## src/rtl/apb_master_arbiter.sv

```systemverilog
// Two-requester APB master: round-robin arbitration between the instruction
// fetch port (m0) and the load/store port (m1), APB SETUP/ACCESS sequencing,
// and a watchdog that force-completes ACCESS phases with an error when the
// slave never raises pready.
//
// Requester handshake: a requester raises reqN with addr/wdata/write/stb and
// keeps it high until ackN pulses for one cycle; the completion status
// (errN, and rdataN on reads) is valid in that same cycle and is held until
// that master's next completion. A request withdrawn after its grant is still
// carried through to completion and acknowledged.
module apb_master_arbiter #(
    parameter int ADDR_WIDTH     = 32,
    parameter int DATA_WIDTH     = 32,
    parameter int TIMEOUT_CYCLES = 255
) (
    input  logic                  APB_PCLK,
    input  logic                  APB_PRESETn,
    // master 0 (instruction fetch)
    input  logic                  m0_req,
    input  logic [ADDR_WIDTH-1:0] m0_addr,
    input  logic [DATA_WIDTH-1:0] m0_wdata,
    input  logic                  m0_write,
    input  logic [3:0]            m0_stb,
    output logic                  m0_ack,
    output logic [DATA_WIDTH-1:0] m0_rdata,
    output logic                  m0_err,
    // master 1 (load/store)
    input  logic                  m1_req,
    input  logic [ADDR_WIDTH-1:0] m1_addr,
    input  logic [DATA_WIDTH-1:0] m1_wdata,
    input  logic                  m1_write,
    input  logic [3:0]            m1_stb,
    output logic                  m1_ack,
    output logic [DATA_WIDTH-1:0] m1_rdata,
    output logic                  m1_err,
    // APB bus
    output logic [ADDR_WIDTH-1:0] paddr,
    output logic [DATA_WIDTH-1:0] pdata,
    output logic                  pwrite,
    output logic [3:0]            pstb,
    output logic                  psel,
    output logic                  penable,
    input  logic [DATA_WIDTH-1:0] prdata,
    input  logic                  pready,
    input  logic                  perr,
    // FSM state for observation: 0 IDLE, 1 SETUP, 2 ACCESS
    output logic [1:0]            dbg_state
);

    typedef enum logic [1:0] {
        ST_IDLE   = 2'd0,
        ST_SETUP  = 2'd1,
        ST_ACCESS = 2'd2
    } state_t;

    // Watchdog fires when the counter reaches TIMEOUT_CYCLES-1 in ACCESS,
    // i.e. on the TIMEOUT_CYCLES-th ACCESS cycle without pready.
    localparam bit          TO_EN   = (TIMEOUT_CYCLES != 0);
    localparam logic [15:0] TO_LAST = TO_EN ? 16'(TIMEOUT_CYCLES - 1) : 16'd0;

    state_t      state;
    logic        last_grant;
    logic [15:0] to_cnt;

    logic        grant_m1;
    logic        any_req;
    logic        timeout_hit;
    logic        done;
    logic        done_err;
    logic [DATA_WIDTH-1:0] done_rdata;

    assign dbg_state = state;

    // Arbitration and completion decode: with both requesting, the master
    // that did not win last time goes next; pready beats the watchdog.
    always_comb begin
        any_req     = m0_req | m1_req;
        grant_m1    = m1_req & (~m0_req | ~last_grant);
        timeout_hit = TO_EN && (to_cnt == TO_LAST);
        done        = pready | timeout_hit;
        done_err    = pready ? perr : 1'b1;
        done_rdata  = pready ? prdata : '0;
    end

    // Bus sequencer: grant in IDLE (skipped during the ack turnaround cycle),
    // SETUP for one cycle, ACCESS until pready or watchdog expiry.
    always_ff @(posedge APB_PCLK or negedge APB_PRESETn) begin
        if (!APB_PRESETn) begin
            state      <= ST_IDLE;
            last_grant <= 1'b1;
            to_cnt     <= 16'd0;
            paddr      <= '0;
            pdata      <= '0;
            pwrite     <= 1'b0;
            pstb       <= 4'd0;
            psel       <= 1'b0;
            penable    <= 1'b0;
            m0_ack     <= 1'b0;
            m1_ack     <= 1'b0;
            m0_rdata   <= '0;
            m1_rdata   <= '0;
            m0_err     <= 1'b0;
            m1_err     <= 1'b0;
        end else begin
            m0_ack <= 1'b0;
            m1_ack <= 1'b0;
            case (state)
                ST_IDLE: begin
                    if (!m0_ack && !m1_ack && any_req) begin
                        last_grant <= grant_m1;
                        paddr      <= grant_m1 ? m1_addr  : m0_addr;
                        pdata      <= grant_m1 ? m1_wdata : m0_wdata;
                        pwrite     <= grant_m1 ? m1_write : m0_write;
                        pstb       <= grant_m1 ? m1_stb   : m0_stb;
                        psel       <= 1'b1;
                        state      <= ST_SETUP;
                    end
                end
                ST_SETUP: begin
                    penable <= 1'b1;
                    to_cnt  <= 16'd0;
                    state   <= ST_ACCESS;
                end
                ST_ACCESS: begin
                    if (done) begin
                        psel    <= 1'b0;
                        penable <= 1'b0;
                        state   <= ST_IDLE;
                        if (last_grant) begin
                            m1_ack <= 1'b1;
                            m1_err <= done_err;
                            if (!pwrite) m1_rdata <= done_rdata;
                        end else begin
                            m0_ack <= 1'b1;
                            m0_err <= done_err;
                            if (!pwrite) m0_rdata <= done_rdata;
                        end
                    end else begin
                        to_cnt <= to_cnt + 16'd1;
                    end
                end
                default: state <= ST_IDLE;
            endcase
        end
    end

endmodule

```

## config.mk

```make
export PLATFORM = sky130hd
export DESIGN_NAME = apb_master_arbiter
export DESIGN_NICKNAME = d
export VERILOG_FILES = /design/src/rtl/apb_master_arbiter.sv
export SDC_FILE = /design/constraint.sdc
export NUM_CORES = 1
export LEC_CHECK = 0
export CORE_ASPECT_RATIO = 0.9
export CORE_UTILIZATION = 25
export DETAILED_ROUTE_END_ITERATION = 8
export SETUP_SLACK_MARGIN = 0.05
export SLEW_MARGIN = 20
export SYNTH_ARGS = -nofsm -noshare
export SYNTH_HDL_FRONTEND = slang
export SYNTH_SLANG_ARGS = --single-unit
export TNS_END_PERCENT = 30
```

## constraint.sdc

```tcl
create_clock -name APB_PCLK -period 3.32 [get_ports APB_PCLK]
set_input_delay 0.996 -clock APB_PCLK [delete_from_list [all_inputs] [get_ports APB_PCLK]]
set_output_delay 0.996 -clock APB_PCLK [all_outputs]
set_load 0.02 [all_outputs]
```

**Word level (Yosys, flattened, before mapping)**

Cells that the tools add are included.

- $add $sub $neg: 1
- Equal/unequal tests: 6
- Multiplexer cells: 21
- Bitwise operators: 7
- Reduce and logical (&&, ||, !) cells: 16

Operator list:

| cell | count |
|---|---|
| two-way mux 32 bit | 3 |
| one-hot mux 16 bit (2 select lines) | 1 |
| adder 16 x 1 -> 16 bit, second input constant | 1 |
| equality test 16 x 8 -> 1 bit, second input constant | 1 |
| two-way mux 16 bit | 1 |
| two-way mux 1 bit | 10 |
| AND reduction 3 bit | 3 |
| AND reduction 2 bit | 4 |
| AND reduction 4 bit | 2 |
| inequality test 2 bit, second input constant | 3 |
| one-hot mux 2 bit (3 select lines) | 1 |
| two-way mux 2 bit | 2 |
| two-way mux 4 bit | 1 |
| one-hot mux 1 bit (2 select lines) | 2 |
| nonzero test 2 bit | 2 |
| inverter 1 bit | 3 |
| bitwise OR 1 bit | 3 |
| equality test 2 x 1 -> 1 bit, second input constant | 1 |
| equality test 2 bit, second input constant | 1 |
| logical AND 1 bit | 2 |
| zero test 1 bit | 2 |
| zero test 2 bit | 1 |
| bitwise AND 1 bit | 1 |

- Bits in registers: 158
- Input bits: 176
- Output and inout port bits: 141
- Logic and storage cells: 66

**Longest topological paths before layout**

Gate-level depths: netlist of run 1.

- Depth after elaboration: 5
- Mapped depth: 8
- Mapped depth without buffers: 6

**Worst setup path after synthesis of run 1**

OpenSTA, ideal clock, no wires.

- Kind: input port to flip-flop
- Start: input m1_req
- End: register paddr[0]
- Library setup time: 0.126 ns
- Arrival: 1.870 ns
- Data required time: 3.194 ns
- Setup slack: 1.324 ns
- Cell stages on the path: 5
- Path buffers: 2
- Path through: a21boi_0 -> clkbuf_1 -> buf_2 -> mux2i_1 -> a21oi_1

- Word-level cells in the longest chain between the ends: 3
- Elaborated cells on any way between the ends: 5
- Classes of those cells: mux: 1; bitwise: 2; reduce/logical: 2

RTL lines:

| what | line | RTL |
|---|---|---|
| from (decl) | 28 | `input logic m1_req,` |
| bitwise OR 1 bit | 77 | `any_req = m0_req \| m1_req;` |
| logical AND 1 bit | 109 | `if (!m0_ack && !m1_ack && any_req) begin` |
| AND reduction 2 bit (no line) | n/a |  |
| to (signal assigned) | 111 | `paddr <= grant_m1 ? m1_addr : m0_addr;` |
| to (decl) | 37 | `output logic [ADDR_WIDTH-1:0] paddr,` |

Parallel ways exist; a longest one is shown, timed or not.
A chain may end at the register's enable or synchronous reset.

**Final worst setup path of run 1**

- Start: register pwrite
- End: output pwrite

RTL lines:

| what | line | RTL |
|---|---|---|
| from (decl) | 39 | `output logic pwrite,` |
| from (signal assigned) | 113 | `pwrite <= grant_m1 ? m1_write : m0_write;` |

No word-level cell between the ends.

==> results of run 1 <==
==> Yosys cell counts (5+ instances only) <==
cell type	n	share of area
a21oi_1	70	0.050
nor3_1	5	0.0036
inv_1	5	0.0027
buf_2	20	0.014
buf_6	7	0.011
nand3_1	10	0.0072
nor2_1	74	0.040
dfrtp_1	157	0.56
mux2i_1	78	0.11
clkbuf_1	19	0.010
nand4_1	9	0.0081
a32o_1	67	0.096
nand2_1	14	0.0075
and3_1	5	0.0045
==> area by class of cell <==
| type | instances | area (sq um) |
|---|---|---|
| clock inverters | 13 | 133 |
| clock buffers | 18 | 439 |
| repair buffers | 330 | 3330 |
| flip-flops and latches | 158 | 3960 |
| inverters | 5 | 18.8 |
| fillers | 2665 | 16100 |
| multi-input cells | 378 | 2730 |
| well taps | 354 | 443 |
==> kinds of logic after synthesis <==
logic type	after synthesis	synth area share
mux	79	0.114
compound gates	159	0.174
flops	158	0.568
fa+ha+maj	2	0.00359
simple gates	138	0.0981
buf+inv	56	0.0429
==> routing by layer <==
metal,vias to the layer above,global-route usage,routed length (um)
met5,-,0,0
met4,0,0.0369,205
met3,11,0.0495,1800
met2,226,0.244,9970
met1,2846,0.191,9280
li1,2806,-,-
==> where the power goes <==
group | switching [W] | internal [W]
Clock | 0.000858 | 0.00107
Sequential | 0.000491 | 0.00281
Combinational | 0.00256 | 0.00241
Total | 0.00390 | 0.00629
==> state kept, by name, summed over array words and instances, names as in the netlist <==
name / cells
m1_ack: 1
dbg_state: 2
m1_rdata: 32
m1_err: 1
last_grant: 1
m0_rdata: 32
pdata: 32
paddr: 32
m0_err: 1
psel: 1
pwrite: 1
penable: 1
to_cnt: 16
pstb: 4
m0_ack: 1
==> how the worst min path moves through the flow <==
stage / end / slack (ns)
final: psel$_DFFE_PN0P_ / 0.48
after global routing: m1_rdata[4]$_DFFE_PN0P_ / 0.50
after CTS: psel$_DFFE_PN0P_ / 0.49
after detailed placement: psel$_DFFE_PN0P_ / 0.47
after global placement: psel$_DFFE_PN0P_ / 0.46
after floorplan: to_cnt[15]$_DFFE_PN0P_ / 0.45
==> metrics by stage <==
step | instance area (sq um) | hold WS [ns] | util | std cells
floorplan | 6970 | 0.446 | - | 592
global placement | 10500 | 0.461 | 0.385 | 1225
detailed placement | 10500 | 0.469 | 0.385 | 1225
CTS | 11000 | 0.485 | 0.407 | 1256
global route | 11000 | 0.501 | 0.407 | 1256
finish | 11000 | 0.481 | 0.407 | 1256
==> flow_summary.toml, run 1 <==
[final_layout]
final_layout_size_suffix_gt1_frac = 0.0676
nets = 1068
final_common_cell = "clkdlybuf4s50_1"
syn2layout_area_growth_pct = 58.6
diodes = 0
final_cell_mix = "clkdlybuf4s50_1 (314), dfrtp_1 (157), mux2i_1 (78), nor2_1 (74), a21oi_1 (70)"

[timing]
setup-tns-final_ns = 0
finalHoldViolCount = 0
fmax_mhz = 391
min_period_over_period = 0.771
final.min_clock_period_ns = 2.56
setup_viol = 0
timing.slew.headroom = 0.319
rsz0062_at_grt = "false"
setup_slack_ns = 0.761
slew_violations = 0
tightest_slew_ns = 1.02
finClkSkew_ns = 0.0139

[route]
drt_iter0_markers = 336
viasPerCell = 4.69
drcViolationCount = 0
wl_per_cell_um = 16.9
wl_um = 21300
num_vias = 5889
dr.pass1.iters = 4
ant_nets = 0

[critical_path]
cp.required_ns = 2.32
end_kind = "output pin"
worst_ep_arrival_time_ns = 1.56
crit_end = "pwrite"
rrSetupSlack_ns = 1.05
startpoint = "pwrite$_DFFE_PN0P_"
r2r-end = "m0_rdata[9]$_DFFE_PN0P_"
crit_type = "reg -> out"
path_depth = 1
cp_max_fo = 4
critPathBufInv = 1
critPathSlowestCell = "clkdlybuf4s50_1"
crit_family = "buffers and inverters"
reg2reg_depth = 6
crit_path_cell_trace = "clkdlybuf4s50_1"
r2r-start = "to_cnt[0]$_DFFE_PN0P_"
max_stage_delay_ns = 0.66
worstSetupStartpointType = "register"

[synth]
synth_edf_count = 0
seq_area_frac_synth = 0.568
ys_ff_latch = 158
synthArstFlopShare = 1.00
avgSynthCellArea_sq_um = 11.8
synth_nets = 770
netlist_instances = 592
syn_area_sq_um = 6970
yosysUniqueCellTypes = 46
yosysWarnings = 0
synthFlopType = "dfrtp_1"

[clock_network]
numCtsBuffers = 17
clock-sinks = 158
post_cts_resized = 0
cts_tree = "yes"
holdBufCountCts = 0
postCtsSetupBuffers = 0
cts-htree-levels = 4
insertion_delay_ns = 0.42
clock_path_buffers = 2
cts-root-buf = "clkbuf_16"
clk_pin_slew_worst_paths_ns = 0.07

[global_routing]
grt.total_usage = 0.150
grt_pass1_vias = 6028
grt_remaining_overflow = 0
grt_max_degree = 65
antenna_found_initial = 0
grt_pass1_wl_um = 33200

[hold_path]
min_path_type = "reg -> reg"
worstHoldPathCells = 1
min_from = "psel$_DFFE_PN0P_"

[floorplan]
io_pins = 317
start_util = 0.256
die_area_sq_um = 28500
coreArea_sq_um = 27200
die_x_um = 178
row_count = 57
die_h_um = 160

[place]
io_buffers = 316
hpwlAfterDp_um = 14900
gp_congestion = 0.772
pre_cts_ws_ns = 0.613

[power_and_ir_drop]
peakVddDrop_uv = 498
leakage_nw = 4.53
total_power_w = 0.0102
powerDensity_nw_per_um2 = 923

[status]
status = "finished clean"

[run]
drv_cap = 0
No activity file was read; power rests on OpenSTA's default activity.
==> run 2, diff against run 1 <==
==> constraint.sdc (replaced) <==
create_clock -name APB_PCLK -period 2.4 [get_ports APB_PCLK]
set_input_delay 0.72 -clock APB_PCLK [delete_from_list [all_inputs] [get_ports APB_PCLK]]
set_output_delay 0.72 -clock APB_PCLK [all_outputs]
set_load 0.02 [all_outputs]
==> run 2 against run 1 <==
First-iteration DRC count shrank 7.7%. Sequential power increased by 38%. Largest power group unchanged. Clock-buffer cell count fell by 1. Worst setup slack worse by 0.62 ns. Design area grew 1.5%. Final cell count increased by 0.88%. Clock skew fell by 0.00059 ns. Total power increased by 41%. Via count rose by 2.4%. Register-to-register slack worse by 0.91 ns. Die area is the same. Combinational power up 42%. Highest routed layer unchanged. Critical path type unchanged.
==> flow_summary.toml, run 2 (same netlist as run 1, synthesis figures left out) <==
[status]
status = "finished clean"

[timing]
rsz0062_at_grt = "true"
setup-tns-final_ns = 0
finalHoldViolCount = 0
final.min_clock_period_ns = 2.26
slew_violations = 0
tightest_slew_ns = 0.927
timing.slew.headroom = 0.382
min_period_over_period = 0.943
fmax_mhz = 442
setup_viol = 0
finClkSkew_ns = 0.0133

[floorplan]
row_count = 57
start_util = 0.256
die_h_um = 160
coreArea_sq_um = 27200
die_area_sq_um = 28500
die_x_um = 178
io_pins = 317

[critical_path]
rrSetupSlack_ns = 0.14
cp.required_ns = 1.68
max_stage_delay_ns = 0.66
r2r-start = "to_cnt[0]$_DFFE_PN0P_"
crit_path_cell_trace = "clkdlybuf4s50_1"
crit_family = "buffers and inverters"
reg2reg_depth = 6
worst_ep_arrival_time_ns = 1.54
end_kind = "output pin"
crit_type = "reg -> out"
worstSetupStartpointType = "register"
r2r-end = "m0_rdata[15]$_DFFE_PN0P_"
critPathBufInv = 1
critPathSlowestCell = "clkdlybuf4s50_1"
cp_max_fo = 4

[power_and_ir_drop]
p_switching_w = 0.00549
powerDensity_nw_per_um2 = 1280
leakage_nw = 4.61
swShare = 0.381
pwr-share-seq = 0.317
peakVddDrop_uv = 596
clkPwrFrac = 0.194
total_power_w = 0.0144
comb_power_share = 0.489
p_int_w = 0.00890

[clock_network]
clock_path_buffers = 2
post_cts_resized = 0
clk_pin_slew_worst_paths_ns = 0.07
insertion_delay_ns = 0.42
cts-root-buf = "clkbuf_16"
cts_tree = "yes"
clock-sinks = 158
holdBufCountCts = 0
numCtsBuffers = 17
cts-htree-levels = 4
postCtsSetupBuffers = 0

[final_layout]
final_cell_mix = "clkdlybuf4s50_1 (314), dfrtp_1 (157), mux2i_1 (78), nor2_1 (74), a21oi_1 (70)"
diodes = 0
ff_latch_area_sq_um = 3960
fillers = 2654
multi_input_comb_area_sq_um = 2760
final_common_cell = "clkdlybuf4s50_1"
final_layout_size_suffix_gt1_frac = 0.0800
syn2layout_area_growth_pct = 61.0
nets = 1079

[route]
dr.pass1.iters = 4
drt_iter0_markers = 310
drcViolationCount = 0
viasPerCell = 4.76
wl_um = 22300
num_vias = 6033
ant_nets = 0
wl_per_cell_um = 17.6

[global_routing]
grt_pass1_wl_um = 34100
grt_max_degree = 65
antenna_found_initial = 0
grt_remaining_overflow = 0
grt_pass1_vias = 6125
grt.total_usage = 0.153

[place]
hpwlAfterDp_um = 15300
gp_congestion = 0.760
io_buffers = 316

[run]
drv_cap = 0

[hold_path]
min_path_type = "in -> async"
run 2: stage by stage:
step                      worst slack (ns)  hold slack [ns]  instances  instance area, sq um  utilization
after detailed placement            0.0737            0.469       1234                 10600        0.390
after global routing                0.0277            0.219       1267                 11200        0.413
final                                0.137            0.209       1267                 11200        0.413
after global placement               0.111            0.466       1234                 10600        0.390
after CTS                           0.0867            0.211       1265                 11200        0.412
after floorplan                      0.680            0.424        592                  6970            -
run 2: power groups by stage:
| stage | combinational [W] | clock [W] | sequential, W |
|---|---|---|---|
| 2_1_floorplan | 0.00207 | 0 | 0.00602 |
| 3_5_place_dp | 0.00711 | 0 | 0.00461 |
| 3_3_place_gp | 0.00706 | 0 | 0.00458 |
| 4_1_cts | 0.00713 | 0.00289 | 0.00457 |
| 5_1_grt | 0.00755 | 0.00299 | 0.00470 |
| 6_report | 0.00704 | 0.00279 | 0.00456 |
run 2: layout make-up:
| cell class | count | share of cell area |
|---|---|---|
| inverter | 5 | 0.00167 |
| tap | 354 | 0.0395 |
| multi-input combinational | 380 | 0.246 |
| timing repair buffer | 339 | 0.307 |
| clock buffer | 17 | 0.0379 |
| sequential | 158 | 0.353 |
| clock inverter | 14 | 0.0154 |
run 2: routing by layer:
metal / routed length, um / vias up / global-route usage / share of wire
met5: 0 / - / 0 / 0
met3: 1860 / 6 / 0.0535 / 0.084
met1: 9710 / 2958 / 0.194 / 0.44
met4: 95 / 0 / 0.0245 / 0.0043
li1: - / 2840 / - / -
met2: 10600 / 229 / 0.253 / 0.48
run 2: worst max-delay path by stage:
stage,startpoint,endpoint,slack (ns),cells after the start
3_5_place_dp,m1_req,paddr[20]$_DFFE_PN0P_,0.07,6
5_1_grt,to_cnt[0]$_DFFE_PN0P_,m0_rdata[29]$_DFFE_PN0P_,0.03,6
4_1_cts,to_cnt[0]$_DFFE_PN0P_,m1_rdata[1]$_DFFE_PN0P_,0.09,6
6_report,pwrite$_DFFE_PN0P_,pwrite,0.14,1
2_1_floorplan,m1_req,paddr[0]$_DFFE_PN0P_,0.68,5
3_3_place_gp,m1_req,paddr[4]$_DFFE_PN0P_,0.11,6
